**config.mk**
```make
export PLATFORM = sky130hd
export DESIGN_NAME = bcd_mult_seq
export DESIGN_NICKNAME = d
export VERILOG_FILES = /design/src/rtl/bcd_pkg.sv /design/src/rtl/bcd_digit_row.sv /design/src/rtl/bcd_mult_seq.sv
export SDC_FILE = /design/constraint.sdc
export NUM_CORES = 1
export LEC_CHECK = 0
export ABC_AREA = 1
export BUFFER_PORTS_ARGS = -buffer_cell sky130_fd_sc_hd__buf_2
export CAP_MARGIN = 15
export CORE_AREA = 2 2 180 182
export CTS_BUF_LIST = sky130_fd_sc_hd__clkbuf_8
export CTS_CLUSTER_SIZE = 30
export DETAILED_ROUTE_END_ITERATION = 8
export DIE_AREA = 0 0 182 184
export GPL_ROUTABILITY_DRIVEN = 0
export PLACE_DENSITY_LB_ADDON = 0.25
export SYNTH_ARGS = -nofsm -noshare
export SYNTH_HDL_FRONTEND = slang
export SYNTH_HIERARCHICAL = 1
export SYNTH_SLANG_ARGS = --single-unit
```
**constraint.sdc**
```tcl
create_clock -name clk -period 19.7 [get_ports clk]
set_clock_uncertainty 0.15 [all_clocks]
set_input_delay 1.97 -clock clk [delete_from_list [all_inputs] [get_ports clk]]
set_output_delay 1.97 -clock clk [all_outputs]
set_load 0.005 [all_outputs]
```
**src/rtl/bcd_pkg.sv**
```systemverilog
// Shared BCD definitions for the digit-serial multiplier: digit width, FSM encoding,
// decimal-corrected digit add and digit legality test.
package bcd_pkg;

    localparam int unsigned DIGIT_W = 4;
    localparam logic [3:0]  BCD_MAX = 4'd9;

    typedef logic [1:0] state_t;
    localparam state_t IDLE = 2'd0;
    localparam state_t CALC = 2'd1;
    localparam state_t DONE = 2'd2;

    // Returns {cout, sum}; a raw sum above 9 is pushed past 15 by +6, which sets bit 4.
    function automatic logic [4:0] bcd_digit_add(input logic [3:0] a, input logic [3:0] b,
                                                  input logic cin);
        logic [4:0] s;
        s = {1'b0, a} + {1'b0, b} + {4'b0, cin};
        if (s > {1'b0, BCD_MAX}) begin
            s = s + 5'd6;
        end
        return s;
    endfunction

    function automatic logic is_bcd(input logic [3:0] digit);
        return digit <= BCD_MAX;
    endfunction

endpackage

```
**src/rtl/bcd_digit_row.sv**
```systemverilog
// Combinational DIGITS x 1-digit BCD multiply; each digit product is split into tens and
// units, then the tens are added into the next digit up through a decimal carry chain.
module bcd_digit_row
    import bcd_pkg::*;
#(
    parameter int unsigned DIGITS = 8
) (
    input  logic [DIGIT_W*DIGITS-1:0]     a_i,
    input  logic [DIGIT_W-1:0]            d_i,
    output logic [DIGIT_W*(DIGITS+1)-1:0] pp_o
);

    logic [7:0]         prod;
    logic [DIGIT_W-1:0] units;
    logic [DIGIT_W-1:0] tens_prev;
    logic [4:0]         dsum;
    logic               carry;

    always_comb begin
        pp_o      = '0;
        prod      = '0;
        units     = '0;
        dsum      = '0;
        tens_prev = '0;
        carry     = 1'b0;
        for (int i = 0; i < DIGITS; i++) begin
            prod  = {4'b0, a_i[DIGIT_W*i +: DIGIT_W]} * {4'b0, d_i};
            units = 4'(prod % 8'd10);
            dsum  = bcd_digit_add(units, tens_prev, carry);
            pp_o[DIGIT_W*i +: DIGIT_W] = dsum[3:0];
            carry     = dsum[4];
            tens_prev = 4'(prod / 8'd10);
        end
        // Top digit: tens is at most 8, so adding the carry cannot exceed 9.
        pp_o[DIGIT_W*DIGITS +: DIGIT_W] = tens_prev + {3'b0, carry};
    end

endmodule

```
**src/rtl/bcd_mult_seq.sv**
```systemverilog
// Digit-serial BCD multiplier with valid/ready handshake, one multiplier digit per clock.
// Define BCD_MULT_EARLY_TERM_EN to finish as soon as the remaining multiplier digits are zero.
module bcd_mult_seq
    import bcd_pkg::*;
#(
    parameter int unsigned DIGITS = 8
) (
    input  logic                          clk,
    input  logic                          rst,
    input  logic                          in_valid,
    output logic                          in_ready,
    input  logic [DIGIT_W*DIGITS-1:0]     a,
    input  logic [DIGIT_W*DIGITS-1:0]     b,
    output logic                          out_valid,
    input  logic                          out_ready,
    output logic [2*DIGIT_W*DIGITS-1:0]   p,
    output logic                          err
);

    localparam int unsigned OW = DIGIT_W * DIGITS;
    localparam int unsigned CW = $clog2(DIGITS);

    state_t              state_q, state_d;
    logic [OW-1:0]       a_q, a_d, b_q, b_d;
    logic [2*OW-1:0]     acc_q, acc_d, p_q, p_d;
    logic [CW-1:0]       count_q, count_d;
    logic                err_q, err_d;

    logic [DIGIT_W-1:0]  b_dig;
    logic [OW+DIGIT_W-1:0] pp, sum, acc_hi_ext;
    logic [2*OW-1:0]     step;
    logic [4:0]          dsum;
    logic                carry;
    logic                bad_in;
    logic                last_digit;

    assign b_dig = b_q[DIGIT_W*count_q +: DIGIT_W];

    bcd_digit_row #(
        .DIGITS(DIGITS)
    ) u_row (
        .a_i (a_q),
        .d_i (b_dig),
        .pp_o(pp)
    );

    always_comb begin
        bad_in = 1'b0;
        for (int i = 0; i < DIGITS; i++) begin
            if (!is_bcd(a[DIGIT_W*i +: DIGIT_W]) || !is_bcd(b[DIGIT_W*i +: DIGIT_W])) begin
                bad_in = 1'b1;
            end
        end
    end

    // acc_hi + partial product, then shift the whole accumulator right by one digit.
    always_comb begin
        acc_hi_ext = {{DIGIT_W{1'b0}}, acc_q[2*OW-1:OW]};
        sum        = '0;
        dsum       = '0;
        carry      = 1'b0;
        for (int i = 0; i <= DIGITS; i++) begin
            dsum  = bcd_digit_add(acc_hi_ext[DIGIT_W*i +: DIGIT_W], pp[DIGIT_W*i +: DIGIT_W], carry);
            sum[DIGIT_W*i +: DIGIT_W] = dsum[3:0];
            carry = dsum[4];
        end
        step = (2*OW)'({sum, acc_q[OW-1:0]} >> DIGIT_W);
    end

`ifdef BCD_MULT_EARLY_TERM_EN
    always_comb begin
        last_digit = 1'b1;
        for (int i = 0; i < DIGITS; i++) begin
            if (i > int'(count_q) && b_q[DIGIT_W*i +: DIGIT_W] != '0) begin
                last_digit = 1'b0;
            end
        end
    end
`else
    assign last_digit = (count_q == CW'(DIGITS - 1));
`endif

    always_comb begin
        state_d = state_q;
        a_d     = a_q;
        b_d     = b_q;
        acc_d   = acc_q;
        count_d = count_q;
        p_d     = p_q;
        err_d   = err_q;
        case (state_q)
            IDLE: begin
                if (in_valid) begin
                    a_d     = a;
                    b_d     = b;
                    acc_d   = '0;
                    count_d = '0;
                    err_d   = bad_in;
                    state_d = CALC;
                end
            end
            CALC: begin
                // Illegal operands still spend one CALC edge so error latency is one edge.
                if (err_q) begin
                    p_d     = '0;
                    state_d = DONE;
                end else begin
                    acc_d   = step;
                    count_d = count_q + CW'(1);
                    if (last_digit) begin
`ifdef BCD_MULT_EARLY_TERM_EN
                        acc_d = step >> (DIGIT_W * (DIGITS - 1 - int'(count_q)));
`endif
                        p_d     = acc_d;
                        state_d = DONE;
                    end
                end
            end
            DONE: begin
                if (out_ready) begin
                    state_d = IDLE;
                end
            end
            default: state_d = IDLE;
        endcase
    end

    always_ff @(posedge clk) begin
        if (rst) begin
            state_q <= IDLE;
            a_q     <= '0;
            b_q     <= '0;
            acc_q   <= '0;
            count_q <= '0;
            p_q     <= '0;
            err_q   <= 1'b0;
        end else begin
            state_q <= state_d;
            a_q     <= a_d;
            b_q     <= b_d;
            acc_q   <= acc_d;
            count_q <= count_d;
            p_q     <= p_d;
            err_q   <= err_d;
        end
    end

    assign in_ready  = (state_q == IDLE);
    assign out_valid = (state_q == DONE);
    assign p         = p_q;
    assign err       = err_q;

endmodule

```
Word-level counts from Yosys, hierarchy flattened
Index checks and enable logic that the tools add are counted.

operators by class
  $add $sub $neg = 49
  multiply operators = 8
  divide/modulo/power cells = 16
  $lt $le $gt $ge = 33
  equality and inequality tests = 7
  shift-type cells = 1
  mux-type cells = 38
  reductions and logical operators = 31

operators with widths
  kind                                                                              count
  64-bit two-way mux                                                                4
  64-bit one-hot mux with 2 select lines                                            1
  5-bit by 4-bit greater-than comparator with 1-bit output (second input constant)  16
  5-bit two-way mux                                                                 16
  4-bit by 4-bit adder with 5-bit output                                            15
  5-bit by 3-bit adder with 5-bit output (second input constant)                    15
  5-bit by 1-bit adder with 5-bit output                                            14
  8-bit by 4-bit divider with 8-bit output (second input constant)                  8
  4-bit less-or-equal comparator (second input constant)                            16
  8-bit by 4-bit remainder unit with 8-bit output (second input constant)           8
  4-bit by 4-bit multiplier with 8-bit output                                       8
  32-bit by 6-bit variable part select with 4-bit output                            1
  1-bit logical NOT                                                                 16
  1-bit logical OR                                                                  8
  1-bit two-way mux                                                                 8
  2-bit two-way mux                                                                 4
  3-bit two-way mux                                                                 2
  2-bit one-hot mux with 3 select lines                                             1
  3-bit one-hot mux with 2 select lines                                             1
  3-bit AND reduction                                                               2
  4-bit by 1-bit adder with 5-bit output                                            1
  4-bit by 3-bit adder with 5-bit output (second input constant)                    1
  4-bit by 1-bit adder with 4-bit output                                            1
  4-bit by 3-bit adder with 4-bit output (second input constant)                    1
  12 further kinds                                                                  15

storage, ports and cells
  bits in registers = 198
  input port bits = 68
  output and inout port bits = 67
  word-level logic and storage cells = 190

Logic depth before layout (Yosys ltp)
  depth in word-level cells = 35
  mapped depth = 118
  depth with buffers taken out = 116

Modules after synthesis
The synthesis kept the hierarchy.

by module, submodules not included
  module         instances  cells each  area each (µm²)  seq. area each (µm²)
  bcd_mult_seq   1          1242        9131.3           3883.7
  bcd_digit_row  1          1502        8943.6           0.0

Worst setup path after synthesis
No wires, ideal clock.

  kind = register to register
  start = register count_q[0]
  end = register p_q[62] (netlist: p[62])
  library setup time = 0.070 ns
  arrival time = 18.164 ns
  required time = 19.480 ns
  path slack = 1.316 ns
  cell stages (with the launch flop) = 100
  buffers on the path = 3
  period minus slack after synthesis = 18.384 ns
  cell sequence = dfxtp_1 clkbuf_1 inv_1 clkbuf_1 o21ai_0 a31oi_1 clkbuf_1 nand2_1 fa_1 fa_1 fa_1 nand3b_1 nand3b_1 nand2_1 ha_1 nand3_1 nand2_1 nand2_2 [... 64 more ...] ha_1 inv_1 nand2_1 o21ai_0 xor2_1 fa_1 a21o_1 a21oi_1 xor2_1 ha_1 ha_1 xnor2_1 nand2_1 nand2_1 nand2_1 nand2_1 nand3_1 a21oi_1

on the way
  word-level cells in the longest chain between the ends = 35
  elaborated cells on any way between the ends = 112
  classes of those cells = 48 x add/sub; 8 x mul; 16 x div; 17 x order compare; 1 x eq/ne; 1 x shift; 19 x mux; 2 x reduce/logical

RTL lines
  element                                                                                                             RTL line                      text
  start: declaration                                                                                                  bcd_mult_seq.sv:26            logic [CW-1:0] count_q, count_d;
  start signal: assignment                                                                                            bcd_mult_seq.sv:142           count_q <= count_d;
  32-bit by 6-bit variable part select with 4-bit output (*)                                                          bcd_mult_seq.sv:37            assign b_dig = b_q[DIGIT_W*count_q +: DIGIT_W];
  named net b_dig[3]                                                                                                  bcd_mult_seq.sv:29            logic [DIGIT_W-1:0] b_dig;
  4-bit by 4-bit multiplier with 8-bit output                                                                         bcd_digit_row.sv:27           prod = {4'b0, a_i[DIGIT_W*i +: DIGIT_W]} * {4'b0, d_i};
  8-bit by 4-bit remainder unit with 8-bit output                                                                     bcd_digit_row.sv:28           units = 4'(prod % 8'd10);
  4-bit by 3-bit adder with 5-bit output or 4-bit greater-than comparator (tied branches)                             bcd_pkg.sv:19, bcd_pkg.sv:18
  5-bit two-way mux                                                                                                   bcd_pkg.sv:18                 if (s > {1'b0, BCD_MAX}) begin
  5-bit by 1-bit adder with 5-bit output                                                                              bcd_pkg.sv:17                 s = {1'b0, a} + {1'b0, b} + {4'b0, cin};
  5-bit by 3-bit adder with 5-bit output or 5-bit by 4-bit greater-than comparator with 1-bit output (tied branches)  bcd_pkg.sv:19, bcd_pkg.sv:18
  [... 19 more ...]                                                                                                   -
  named net pp[29]                                                                                                    bcd_mult_seq.sv:30            logic [OW+DIGIT_W-1:0] pp, sum, acc_hi_ext;
  [... 1 more ...]                                                                                                    -
  5-bit by 1-bit adder with 5-bit output (*)                                                                          bcd_pkg.sv:17
  5-bit by 3-bit adder with 5-bit output or 5-bit by 4-bit greater-than comparator with 1-bit output (tied branches)  bcd_pkg.sv:19, bcd_pkg.sv:18
  5-bit two-way mux (*)                                                                                               bcd_pkg.sv:18
  4-bit by 1-bit adder with 5-bit output (*)                                                                          bcd_pkg.sv:17
  4-bit by 3-bit adder with 4-bit output or 5-bit by 4-bit greater-than comparator with 1-bit output (tied branches)  bcd_pkg.sv:19, bcd_pkg.sv:18
  4-bit two-way mux (*)                                                                                               bcd_pkg.sv:18
  64-bit two-way mux (*)                                                                                              bcd_mult_seq.sv:110           if (last_digit) begin
  64-bit two-way mux (*)                                                                                              bcd_mult_seq.sv:104           if (err_q) begin
  end signal: assignment                                                                                              bcd_mult_seq.sv:143           p_q <= p_d;
  end: declaration                                                                                                    bcd_mult_seq.sv:25            logic [2*OW-1:0] acc_q, acc_d, p_q, p_d;

Mark *: on every way through the listed nets, which the timed path passes. The rest lies on a longest branch. The select of a mux whose other input is x is not followed.
A chain may end at the register's enable or synchronous reset.

Final worst setup path
  start = register count_q[0]
  end = register p_q[61] (netlist: p[61])

on the way
  word-level cells in the longest chain between the ends = 35
  elaborated cells on any way between the ends = 112
  classes of those cells = 48 x add/sub; 8 x mul; 16 x div; 17 x order compare; 1 x eq/ne; 1 x shift; 19 x mux; 2 x reduce/logical

RTL lines
  element                                                                                                             RTL line
  32-bit by 6-bit variable part select with 4-bit output (*)                                                          bcd_mult_seq.sv:37
  named net b_dig[1]                                                                                                  bcd_mult_seq.sv:29
  4-bit by 4-bit multiplier with 8-bit output                                                                         bcd_digit_row.sv:27
  8-bit by 4-bit remainder unit with 8-bit output                                                                     bcd_digit_row.sv:28
  4-bit by 3-bit adder with 5-bit output or 4-bit greater-than comparator (tied branches)                             bcd_pkg.sv:19, bcd_pkg.sv:18
  5-bit two-way mux                                                                                                   bcd_pkg.sv:18
  5-bit by 1-bit adder with 5-bit output                                                                              bcd_pkg.sv:17
  5-bit by 3-bit adder with 5-bit output or 5-bit by 4-bit greater-than comparator with 1-bit output (tied branches)  bcd_pkg.sv:19, bcd_pkg.sv:18
  [... 16 more ...]                                                                                                   -
  named net pp[25]                                                                                                    bcd_mult_seq.sv:30
  [... 4 more ...]                                                                                                    -
  5-bit by 1-bit adder with 5-bit output (*)                                                                          bcd_pkg.sv:17
  5-bit by 3-bit adder with 5-bit output or 5-bit by 4-bit greater-than comparator with 1-bit output (tied branches)  bcd_pkg.sv:19, bcd_pkg.sv:18
  5-bit two-way mux (*)                                                                                               bcd_pkg.sv:18
  4-bit by 1-bit adder with 5-bit output (*)                                                                          bcd_pkg.sv:17
  4-bit by 3-bit adder with 4-bit output or 5-bit by 4-bit greater-than comparator with 1-bit output (tied branches)  bcd_pkg.sv:19, bcd_pkg.sv:18
  4-bit two-way mux (*)                                                                                               bcd_pkg.sv:18
  64-bit two-way mux (*)                                                                                              bcd_mult_seq.sv:110
  64-bit two-way mux (*)                                                                                              bcd_mult_seq.sv:104

Marks and branches as above.

==> flow_summary.ini <==
[critical_path]
crit_type = reg -> reg
cpMaxStageDelayCell = sky130_fd_sc_hd__fa_2
r2r_slack_ns = 1.04
r2r_cells = 94
end_kind = register
arrival_ns = 18.95
critical-path-max-stage-delay_ns = 0.56
worst-path-max-fanout = 17
timing.rr.start = count_q[0]
crit-reg2reg-capture = p[61]
worstPathRequired_ns = 19.99
cp-start-kind = register
path_common_cell = sky130_fd_sc_hd__inv_1

[timing]
remaining_max_slew_budget_at_the_tightest_pin = 0.242
fmax_mhz = 53.6
max_slew.worst_pin.slew_ns = 1.13
hold_violations = 0
fin_crit_sh = 0.947
final.min_clock_period_ns = 18.66
timing.final.max_slew_violations = 0
timing.final.setup_violations = 0
finalHoldWorstSlack_ns = 0.308

[floorplan]
boundaryPins = 135
core-area_um2 = 31400
chip_height_um = 184
initial_utilization = 0.576
fp-row-count = 65
design.die.area_um2 = 33500
die_w_um = 182

[synthesis]
synth.yosys.seq_area_share = 0.215
netlist-cell-type-count = 49
synth.net_count = 3051
synth_area_um2 = 18100
avgSynthCellArea_um2 = 6.59
postSynthCellCount = 2744
ys_warn_count = 6
postSynthRegisterBits = 194

[grt]
grt_max_degree = 115
first_global_vias = 16900
grt_util_all_layers = 0.273
grt_antenna_before_repair = 1
globalRoute.totalOverflow = 0
grt_first_pass_wirelength_mm = 76.3

[detailed_routing]
initialDrtViolationCount = 1450
detail-route-antenna-nets = 0
dr_total_vias = 17700
detailedRoute.firstPassIterationCount = 6
avgViaCountPerCell = 5.43
final_wl_mm = 45.8
drt-wirelength-per-cell_um = 14.1
drc_errors = 0

[clocking]
clock_insertion_delay_worst_skew_ns = 0.51
cts-buffers-inserted = 17
clockBufferDepth = 2
clock-sinks = 194
tritoncts = built
clock-root-buffer = sky130_fd_sc_hd__clkbuf_8
hold_buffers = 0
clock_slew_at_the_register_clock_pins_of_the_worst_setup_and_hold_paths_ns = 0.12
h-tree-depth = 4

[cells_and_area]
layout-area-overhead-vs-synth_pct = 9.34
diodes = 0
final_layout_size_suffix_gt1_frac = 0.137
layout.cells.non_filler = 3255
num-fill-cells = 2858
area_of_the_multi_input_gates_um2 = 12500
final-seq-area_um2 = 3890
design.final.nets = 3147

[power]
worst_ir_drop_vdd_uv = 98.8
total_power_mw = 2.37
pwr_density_cell_nw_per_um2 = 120
power.leakage_nw = 10.7

[worst_hold_path]
whs_path_depth = 2
worstHoldStart = acc_q[24]
holdCritPathClass = reg -> reg
worstHoldEndpoint = p[20]

[placement]
detailed_place_hpwl_mm = 34.6
port_buffers = 134
numPlacedInstances = 3213

[flow_run]
maxCapViolations = 0

[status]
outcome = finished, final reports clean
[area by class of cell]
cell class              count  area share
clock inverters            15     0.00912
inverters                 411      0.0783
well taps                 402      0.0255
flip-flops and latches    194       0.197
repair buffers            153      0.0449
clock buffers              17      0.0118
repair inverters            1    0.000253
multi-input cells        2062       0.633
[sequential cells by signal, indices dropped and copies added, names as in the netlist]
| signal | count |
|---|---|
| count_q | 3 |
| err | 1 |
| b_q | 32 |
| state_q | 2 |
| p | 64 |
| a_q | 32 |
| acc_q | 60 |
[metal layers]
layer / wire length [um] / global-route usage
met5: 0 / 0
met4: 934 / 0.0771
met3: 2420 / 0.0281
met2: 23000 / 0.503
met1: 19400 / 0.337
[report_power, final]
| group | switching, mW | total, mW | internal, mW |
|---|---|---|---|
| sequential | 0.0271 | 0.452 | 0.425 |
| combinational | 1.05 | 1.64 | 0.590 |
| clock | 0.182 | 0.280 | 0.0978 |
[through the flow]
stage	instance area [um2]	TNS, ns	util	setup slack (ns)
after floorplan	18100	0	-	1.32
after detailed placement	19000	-1.08	0.605	-0.237
after CTS	19400	0	0.619	0.0696
after global routing	19800	-1.40	0.630	-0.265
after global placement	19000	0	0.605	0.705
final	19800	0	0.630	1.04
[cell families after synthesis]
| family | count (synthesis) | synth area share |
|---|---|---|
| buffers and inverters | 488 | 0.106 |
| adders and majority gates | 239 | 0.191 |
| DFF | 194 | 0.215 |
| AOI/OAI and AO/OA | 377 | 0.113 |
| muxes | 3 | 0.00166 |
| xor gates and xnor gates | 87 | 0.0451 |
| and+or+nand+nor | 1356 | 0.329 |
[synth_stat cells (all sizes together)]
master / instances / area (um2)
a211oi: 1 / 7.51
a21boi: 4 / 33.8
a21o: 6 / 45.0
a21oi: 245 / 1240
a31oi: 10 / 62.6
buf: 36 / 218
clkbuf: 41 / 154
clkinv: 1 / 3.75
dfxtp: 194 / 3880
fa: 61 / 1220
ha: 178 / 2230
inv: 410 / 1540
mux2i: 3 / 30.0
nand2: 933 / 3710
nand3: 258 / 1400
nand3b: 9 / 67.6
nand4: 36 / 225
nor2: 99 / 420
nor3: 3 / 15.0
nor3b: 1 / 7.51
o2111ai: 1 / 8.76
o211ai: 7 / 62.6
o21ai: 82 / 433
o21bai: 4 / 30.0
o22ai: 12 / 75.1
o31ai: 3 / 22.5
o32ai: 2 / 17.5
or2: 17 / 106
xnor2: 37 / 347
xor2: 50 / 468
[worst max-delay path: cells and delay by family, from the launching register on]
kind / cells / cell delay [ns]
flip-flops: 1 / 0.40
XOR/XNOR: 7 / 1.40
AO/OA/AOI/OAI: 16 / 3.07
buffers and inverters: 14 / 1.22
AND/OR/NAND/NOR: 30 / 3.08
adder cells (fa/ha/maj): 27 / 9.30
[placed cells by master (no fill, tap or decap), types with 51 or more instances in the layout]
cell type                 count
sky130_fd_sc_hd__nand2_1    861
sky130_fd_sc_hd__inv_1      376
sky130_fd_sc_hd__nand3_1    240
sky130_fd_sc_hd__a21oi_1    235
sky130_fd_sc_hd__dfxtp_1    192
sky130_fd_sc_hd__ha_1       178
sky130_fd_sc_hd__buf_2      133
sky130_fd_sc_hd__nor2_1      89
sky130_fd_sc_hd__nand2_2     66
sky130_fd_sc_hd__o21ai_0     54
sky130_fd_sc_hd__fa_1        51
[worst max-delay path by stage]
stage	slack (ns)	from	endpoint
after floorplan	1.32	count_q[0]	p[62]
after global placement	0.70	count_q[1]	p[61]
after detailed placement	-0.24	count_q[1]	p[61]
after CTS	0.07	count_q[1]	p[61]
after global routing	-0.27	count_q[0]	p[61]
final	1.04	count_q[0]	p[61]
[repair_timing]
item / CTS / global route
pin swaps: 1 / 10
setup buffers: 1 / 6
gates resized for setup: 3 / 60
setup endpoints to repair: 6 / 14
gates cloned: 0 / 3
Power figures use the tool's default switching activity.
